## src/rtl/spi_prot_trig.sv

```systemverilog
// SPI protocol trigger: resynchronises SS_n/SCLK/MOSI, rebuilds each frame and
// pulses trig when the Nth frame matching the masked pattern completes.
module spi_prot_trig #(
  parameter int unsigned DATA_W = 16,
  parameter int unsigned CNT_W  = 4
) (
  input  logic                          clk,
  input  logic                          rst_n,
  input  logic                          SS_n,
  input  logic                          SCLK,
  input  logic                          MOSI,
  input  logic                          arm,
  input  logic                          pos_edge,
  input  logic [$clog2(DATA_W+1)-1:0]   frm_len,
  input  logic [DATA_W-1:0]             match,
  input  logic [DATA_W-1:0]             mask,
  input  logic [CNT_W-1:0]              trig_num,
  output logic                          trig,
  output logic                          frm_done,
  output logic                          frm_err,
  output logic [DATA_W-1:0]             rx_data
);

  localparam int unsigned LEN_W = $clog2(DATA_W + 1);
  localparam int unsigned BC_W  = $clog2(DATA_W + 2);

  typedef enum logic {
    ST_IDLE  = 1'b0,
    ST_SHIFT = 1'b1
  } state_t;

  state_t             r_state;
  logic [2:0]         r_ss_s;
  logic [2:0]         r_sclk_s;
  logic [2:0]         r_mosi_s;
  logic [DATA_W-1:0]  r_shift;
  logic [BC_W-1:0]    r_bit_cnt;
  logic               r_end;
  logic [CNT_W-1:0]   r_match_cnt;

  logic               w_ss_fall;
  logic               w_ss_rise;
  logic               w_sclk_edge;
  logic               w_mosi;
  logic [LEN_W-1:0]   w_len;
  logic [DATA_W-1:0]  w_lmask;
  logic               w_err;
  logic               w_hit;
  logic [CNT_W-1:0]   w_tn;
  logic [CNT_W-1:0]   w_cnt_inc;

  // Two-flop synchronisers plus a third stage for edge detection
  always_ff @(posedge clk or negedge rst_n) begin
    if (!rst_n) begin
      r_ss_s   <= 3'b111;
      r_sclk_s <= 3'b111;
      r_mosi_s <= 3'b000;
    end else begin
      r_ss_s   <= {r_ss_s[1:0], SS_n};
      r_sclk_s <= {r_sclk_s[1:0], SCLK};
      r_mosi_s <= {r_mosi_s[1:0], MOSI};
    end
  end

  assign w_ss_fall   = r_ss_s[2] & ~r_ss_s[1];
  assign w_ss_rise   = ~r_ss_s[2] & r_ss_s[1];
  assign w_sclk_edge = pos_edge ? (~r_sclk_s[2] & r_sclk_s[1])
                                : (r_sclk_s[2] & ~r_sclk_s[1]);
  assign w_mosi      = r_mosi_s[1];

  // Frame reassembly; r_end flags the frame-end evaluation one clk later
  always_ff @(posedge clk or negedge rst_n) begin
    if (!rst_n) begin
      r_state   <= ST_IDLE;
      r_shift   <= '0;
      r_bit_cnt <= '0;
      r_end     <= 1'b0;
    end else begin
      r_end <= 1'b0;
      case (r_state)
        ST_IDLE: begin
          if (w_ss_fall) begin
            r_state   <= ST_SHIFT;
            r_shift   <= '0;
            r_bit_cnt <= '0;
          end
        end
        ST_SHIFT: begin
          if (w_ss_rise) begin
            r_state <= ST_IDLE;
            r_end   <= 1'b1;
          end else if (w_sclk_edge) begin
            r_shift <= {r_shift[DATA_W-2:0], w_mosi};
            if (r_bit_cnt != BC_W'(DATA_W + 1)) begin
              r_bit_cnt <= r_bit_cnt + BC_W'(1);
            end
          end
        end
        default: r_state <= ST_IDLE;
      endcase
    end
  end

  // Frame-end evaluation against the live configuration
  always_comb begin
    w_len = (frm_len == '0) ? LEN_W'(DATA_W) : frm_len;
    for (int unsigned i = 0; i < DATA_W; i++) begin
      w_lmask[i] = (i < 32'(w_len));
    end
    w_err     = (r_bit_cnt != BC_W'(w_len));
    w_hit     = !w_err && (((r_shift ^ match) & ~mask & w_lmask) == '0);
    w_tn      = (trig_num == '0) ? CNT_W'(1) : trig_num;
    w_cnt_inc = r_match_cnt + CNT_W'(1);
  end

  always_ff @(posedge clk or negedge rst_n) begin
    if (!rst_n) begin
      trig        <= 1'b0;
      frm_done    <= 1'b0;
      frm_err     <= 1'b0;
      rx_data     <= '0;
      r_match_cnt <= '0;
    end else begin
      trig     <= 1'b0;
      frm_done <= 1'b0;
      if (r_end) begin
        frm_done <= 1'b1;
        frm_err  <= w_err;
        rx_data  <= r_shift & w_lmask;
      end
      if (!arm) begin
        r_match_cnt <= '0;
      end else if (r_end && w_hit) begin
        if (w_cnt_inc == w_tn) begin
          trig        <= 1'b1;
          r_match_cnt <= '0;
        end else begin
          r_match_cnt <= w_cnt_inc;
        end
      end
    end
  end

endmodule

```

## config.mk

```make
export PLATFORM = sky130hd
export DESIGN_NAME = spi_prot_trig
export DESIGN_NICKNAME = d
export VERILOG_FILES = /design/src/rtl/spi_prot_trig.sv
export SDC_FILE = /design/constraint.sdc
export NUM_CORES = 1
export LEC_CHECK = 0
export CORE_UTILIZATION = 30
export CTS_CLUSTER_DIAMETER = 100
export CTS_CLUSTER_SIZE = 25
export DETAILED_ROUTE_END_ITERATION = 16
export GPL_ROUTABILITY_DRIVEN = 0
export SYNTH_ARGS = -nofsm -noshare
export SYNTH_HDL_FRONTEND = slang
export SYNTH_SLANG_ARGS = --single-unit
```

## constraint.sdc

```tcl
create_clock -name clk -period 2.9 [get_ports clk]
set_clock_uncertainty 0.2 [all_clocks]
set_input_delay 0.725 -clock clk [delete_from_list [all_inputs] [get_ports clk]]
set_output_delay 0.725 -clock clk [all_outputs]
set_load 0.03 [all_outputs]
```

# [Word-level counts from Yosys, hierarchy flattened]
# Index checks and enable logic that the tools add are counted.
[totals] latch_bits=0 ramBits=0 rom_bits=0 in_bits=48 n_memories=0 reg_bits=54
[op_classes] mux=24 shift=0 div=0 n_addsub=2 n_reduce_logical=8 eq_ne=8 n_mul=0 order_cmp=16 bitwise=14
[ops] op="16-bit AND" n=3
[ops] op="16-bit two-way mux" n=3
[ops] op="4-bit by 5-bit less-than comparator with 1-bit output (first input constant)" n=8
[ops] op="16-bit one-hot mux with 2 select lines" n=1
[ops] op="5-bit two-way mux" n=5
[ops] op="3-bit by 5-bit less-than comparator with 1-bit output (first input constant)" n=4
[ops] op="16-bit zero test" n=1
[ops] op="4-bit two-way mux" n=4
[ops] op="16-bit NOT" n=1
[ops] op="16-bit XOR" n=1
[ops] op="1-bit by 5-bit less-than comparator with 1-bit output (first input constant)" n=2
[ops] op="2-bit by 5-bit less-than comparator with 1-bit output (first input constant)" n=2
[ops] op="5-bit one-hot mux with 2 select lines" n=1
[ops] op="1-bit two-way mux" n=9
[ops] op="2-bit by 1-bit != test with 1-bit output (second input constant)" n=3
[ops] op="5-bit by 1-bit adder with 5-bit output (second input constant)" n=1
[ops] op="5-bit zero test" n=1
[ops] op="5-bit != test" n=1
[ops] op="5-bit != test (second input constant)" n=1
[ops] op="1-bit NOT" n=5
[ops] op="4-bit by 1-bit adder with 4-bit output (second input constant)" n=1
[ops] op="1-bit AND" n=4
[ops] op="4-bit equality test" n=1
[ops] op="4-bit zero test" n=1
[ops] op="other kinds (6)" n=8

# [Depth between registers and ports, before layout]
[logic_depth] ltp_word=9 depth_mapped=7

# [Least setup slack after synthesis]
# OpenSTA, ideal clock, no wires.
[synth_path] path_type="input to register" startpoint="in frm_len[3]" endpoint="reg r_match_cnt[0]" t_required_ps=2623 t_arrival_ps=2393 path_slack_ps=229 path_stages=6 n_path_buf=1 cell_sequence="buf_6 or3_4 a2111oi_4 o311ai_2 or4b_1 a21oi_1"
[synth_between] elab_chain_cells=8 elab_cells_between_ends=25 cone_classes="order compare (16); eq/ne (2); mux (1); bitwise (1); reduce/logical (5)"
[synth_lines] element="from (decl)" line_no="14" text="input logic [$clog2(DATA_W+1)-1:0] frm_len,"
[synth_lines] element="5-bit zero test" line_no="106" text="w_len = (frm_len == '0) ? LEN_W'(DATA_W) : frm_len;"
[synth_lines] element="5-bit two-way mux (*)" line_no="106"
[synth_lines] element="1-bit by 5-bit less-than comparator with 1-bit output (tied with other cells)" line_no="108" text="w_lmask[i] = (i < 32'(w_len));"
[synth_lines] element="16-bit AND" line_no="111" text="w_hit = !w_err && (((r_shift ^ match) & ~mask & w_lmask) == '0);"
[synth_lines] element="16-bit zero test" line_no="111"
[synth_lines] element="1-bit logical AND (*)" line_no="111"
[synth_lines] element="1-bit logical AND (*)" line_no="133" text="end else if (r_end && w_hit) begin"
[synth_lines] element="2-bit by 1-bit != test with 1-bit output (no source line) (*)"
[synth_lines] element="to (signal assigned)" line_no="138" text="r_match_cnt <= w_cnt_inc;"
[synth_lines] element="to (decl)" line_no="39" text="logic [CNT_W-1:0] r_match_cnt;"
# Every way passes the cells marked *; elsewhere a longest branch is shown, timed or not.
# A chain may end at the register's enable or synchronous reset.

# [Final worst setup path]
[layout_path] startpoint="in match[1]" endpoint="reg r_match_cnt[1]"
[layout_between] elab_chain_cells=7
[layout_lines] element="from (decl)" line_no="15" text="input logic [DATA_W-1:0] match,"
[layout_lines] element="16-bit XOR" line_no="111"
[layout_lines] element="16-bit AND (2 in a row)" line_no="111"
[layout_lines] element="16-bit zero test" line_no="111"
[layout_lines] element="1-bit logical AND" line_no="111"
[layout_lines] element="1-bit logical AND" line_no="133"
[layout_lines] element="2-bit by 1-bit != test with 1-bit output (no source line)"
# No other way between the ends.

==> flow_summary.json <==
{
  "ir_worst_vdd_mv": 0.272,
  "p_total_uw": 1840,
  "grt_first_pass_wirelength_um": 12600,
  "cts-root-buf": "clkbuf_8",
  "multi_input_area_um2": 1460,
  "num-nets-final": 461,
  "finalSetupViolations": 0,
  "slowest_stage": "or4b_1",
  "arrival_ps": 2820,
  "dr.pass1.iters": 4,
  "critical_path_class": "in -> reg",
  "final_cell_mix": "60 x clkdlybuf4s50_1, 52 x nand2_1, 50 x buf_4, 48 x dfrtp_1, 28 x o21ai_1",
  "critPathLaunchType": "input pin",
  "drt-initial-drc-count": 101,
  "die_x_um": 99.9,
  "stdcell_area_um2": 4170,
  "synth_ff_type": "dfrtp_1",
  "dieArea_um2": 9980,
  "finalMaxSlewViolations": 0,
  "htreeDepth": 2,
  "synthArstFlopShare_pct": 100,
  "end_kind": "register",
  "numCtsBuffers": 5,
  "ff_latch_area_um2": 1360,
  "rows": 35,
  "power_leakage_uw": 0.00170,
  "numPortBuffers": 66,
  "critical_path.cell_chain": "clkdlybuf4s50_1, xnor2_1, o22ai_1, a2111oi_4, o311ai_4, or4b_1, a21oi_1",
  "hold_class": "in -> async",
  "synth.net_count": 349,
  "synth-seq-cells": 54,
  "tns_ps": 0,
  "ios": 67,
  "fmax_mhz": 362,
  "antenna_cells": 0,
  "final_common_cell": "clkdlybuf4s50_1",
  "hpwl_um": 5910,
  "seq_area_frac_synth_pct": 47.3,
  "grt-ovfl-total": 0,
  "synth_enable_flop_cells": 0,
  "clk-insertion-delay-late_ps": 320,
  "fp.coreArea_um2": 9280,
  "crit_path_end": "r_match_cnt[1]",
  "power_per_cell_area_nw_per_um2": 440,
  "drtAntennaViolNets": 0,
  "grt_pass1_vias": 2487,
  "track_usage_pct": 16.3,
  "rsz0062_at_grt": "no",
  "routedWlPerCell_um": 14.7,
  "outcome": "finished, final reports clean",
  "worst-path-stages": 7,
  "fill_cells": 933,
  "drive_above_1_share_pct": 20.4,
  "tritoncts": "done",
  "vias": 2590,
  "r2r-start": "r_shift[1]",
  "grt_max_degree": 34,
  "post_dp_cell_area_um2": 3970,
  "yosysWarnings": 0,
  "synth_cell_types": 58,
  "critPathRequiredTime_ps": 2950,
  "area_delta_synth_final_pct": 45.1,
  "reg2reg_to": "r_match_cnt[1]",
  "critPathBufInv": 1,
  "crit_fanout": 3,
  "final_core_util_pct": 44.9,
  "path_delay_family": "compound AO/OA/AOI/OAI gates",
  "netlist_instances": 298,
  "max_stage_delay_ps": 520,
  "cap_viol_max_count": 0,
  "antenna_found_initial": 0,
  "timing.final.crit_share_pct": 95.3,
  "viasPerCell": 4.80,
  "clock-sinks": 54,
  "synthesis.area_um2": 2880,
  "route.detailed.drc": 0,
  "wirelength_um": 7950,
  "r2r_cells": 6,
  "hold_ws_ps": 158,
  "slew-limit-headroom_pct": 64.5,
  "initial_core_util_pct": 31.0,
  "cts.path.max_buffers": 2,
  "clk_pin_slew_ps": 110,
  "period_needed_ps": 2760,
  "startpoint": "match[1]",
  "die_y_um": 99.9,
  "hold_viol": 0,
  "reg2reg_slack_ps": 490,
  "worst-slew-pin-transition_ps": 528,
  "avgSynthCellArea_um2": 9.65
}
-- worst min-delay path by stage --
stage                        to  slack (ps)  cells after the start
CTS                 r_mosi_s[1]         160                      0
global placement    r_mosi_s[1]         140                      0
finish               rx_data[4]         160                      1
floorplan           r_mosi_s[1]         130                      0
global route        r_mosi_s[1]         170                      0
detailed placement  r_mosi_s[1]         130                      0
-- report_power, final --
part | internal, uW | switching (uW)
combinational | 221 | 219
clock | 264 | 284
sequential | 801 | 47.8
total | 1290 | 550
-- layer usage --
layer	global-route usage, %	vias up	wire length [um]
li1	-	1279	-
met5	0	-	0
met2	25.3	49	3590
met4	5.09	0	114
met3	2.37	10	221
met1	23.5	1252	4030
-- cell usage after synthesis, types with 4 or more instances --
library cell	instances	area, um2
xor2_1	6	52.6
nand4_1	4	25.0
dfrtp_1	48	1200
a21oi_1	8	40.0
nor3_1	4	20.0
inv_1	12	45.0
xnor2_1	22	193
nand3_1	10	50.1
o21ai_0	7	35.0
dfstp_2	6	158
nand2_1	52	195
o21ai_1	27	135
a211oi_1	4	30.0
clkbuf_1	7	26.3
nor2_1	11	41.3
-- state kept, by name, summed over array words and instances, names as in the netlist --
signal       count
rx_data         16
r_shift         16
r_bit_cnt        5
r_end            1
r_match_cnt      4
frm_done         1
r_sclk_s         3
r_mosi_s         2
frm_err          1
trig             1
r_state          1
r_ss_s           3
-- repair_timing --
| action | 4_1_cts | 5_1_grt |
|---|---|---|
| gates resized for setup | 8 | 13 |
| gates cloned | 1 | 1 |
| setup endpoints to repair | 5 | 4 |
| pin swaps | 3 | 2 |
| setup buffers | 4 | 0 |
| hold buffers | 0 | 0 |
-- stage by stage --
step / cells / worst slack, ps
after CTS: 539 / 2.42
after floorplan: 298 / 229
after detailed placement: 526 / -540
final: 540 / 136
after global placement: 526 / -459
after global routing: 540 / 19.4
-- area by class of cell --
type,instances,share of cell area [%]
Tap cell,129,3.87
Sequential cell,54,32.6
Clock buffer,5,1.65
Inverter,13,1.17
Timing Repair Buffer,117,24.7
Multi-Input combinational cell,219,34.9
Clock inverter,3,1.17
-- cells by family after synthesis --
group	synth area share [%]
XOR/XNOR	8.53
multiplexers	0.392
AND/OR/NAND/NOR	19.5
adder cells (fa/ha/maj)	1.65
flip-flops	47.3
buffers and inverters	4.09
AO/OA/AOI/OAI	18.6
Note: power is estimated with default switching activity, not from simulation.
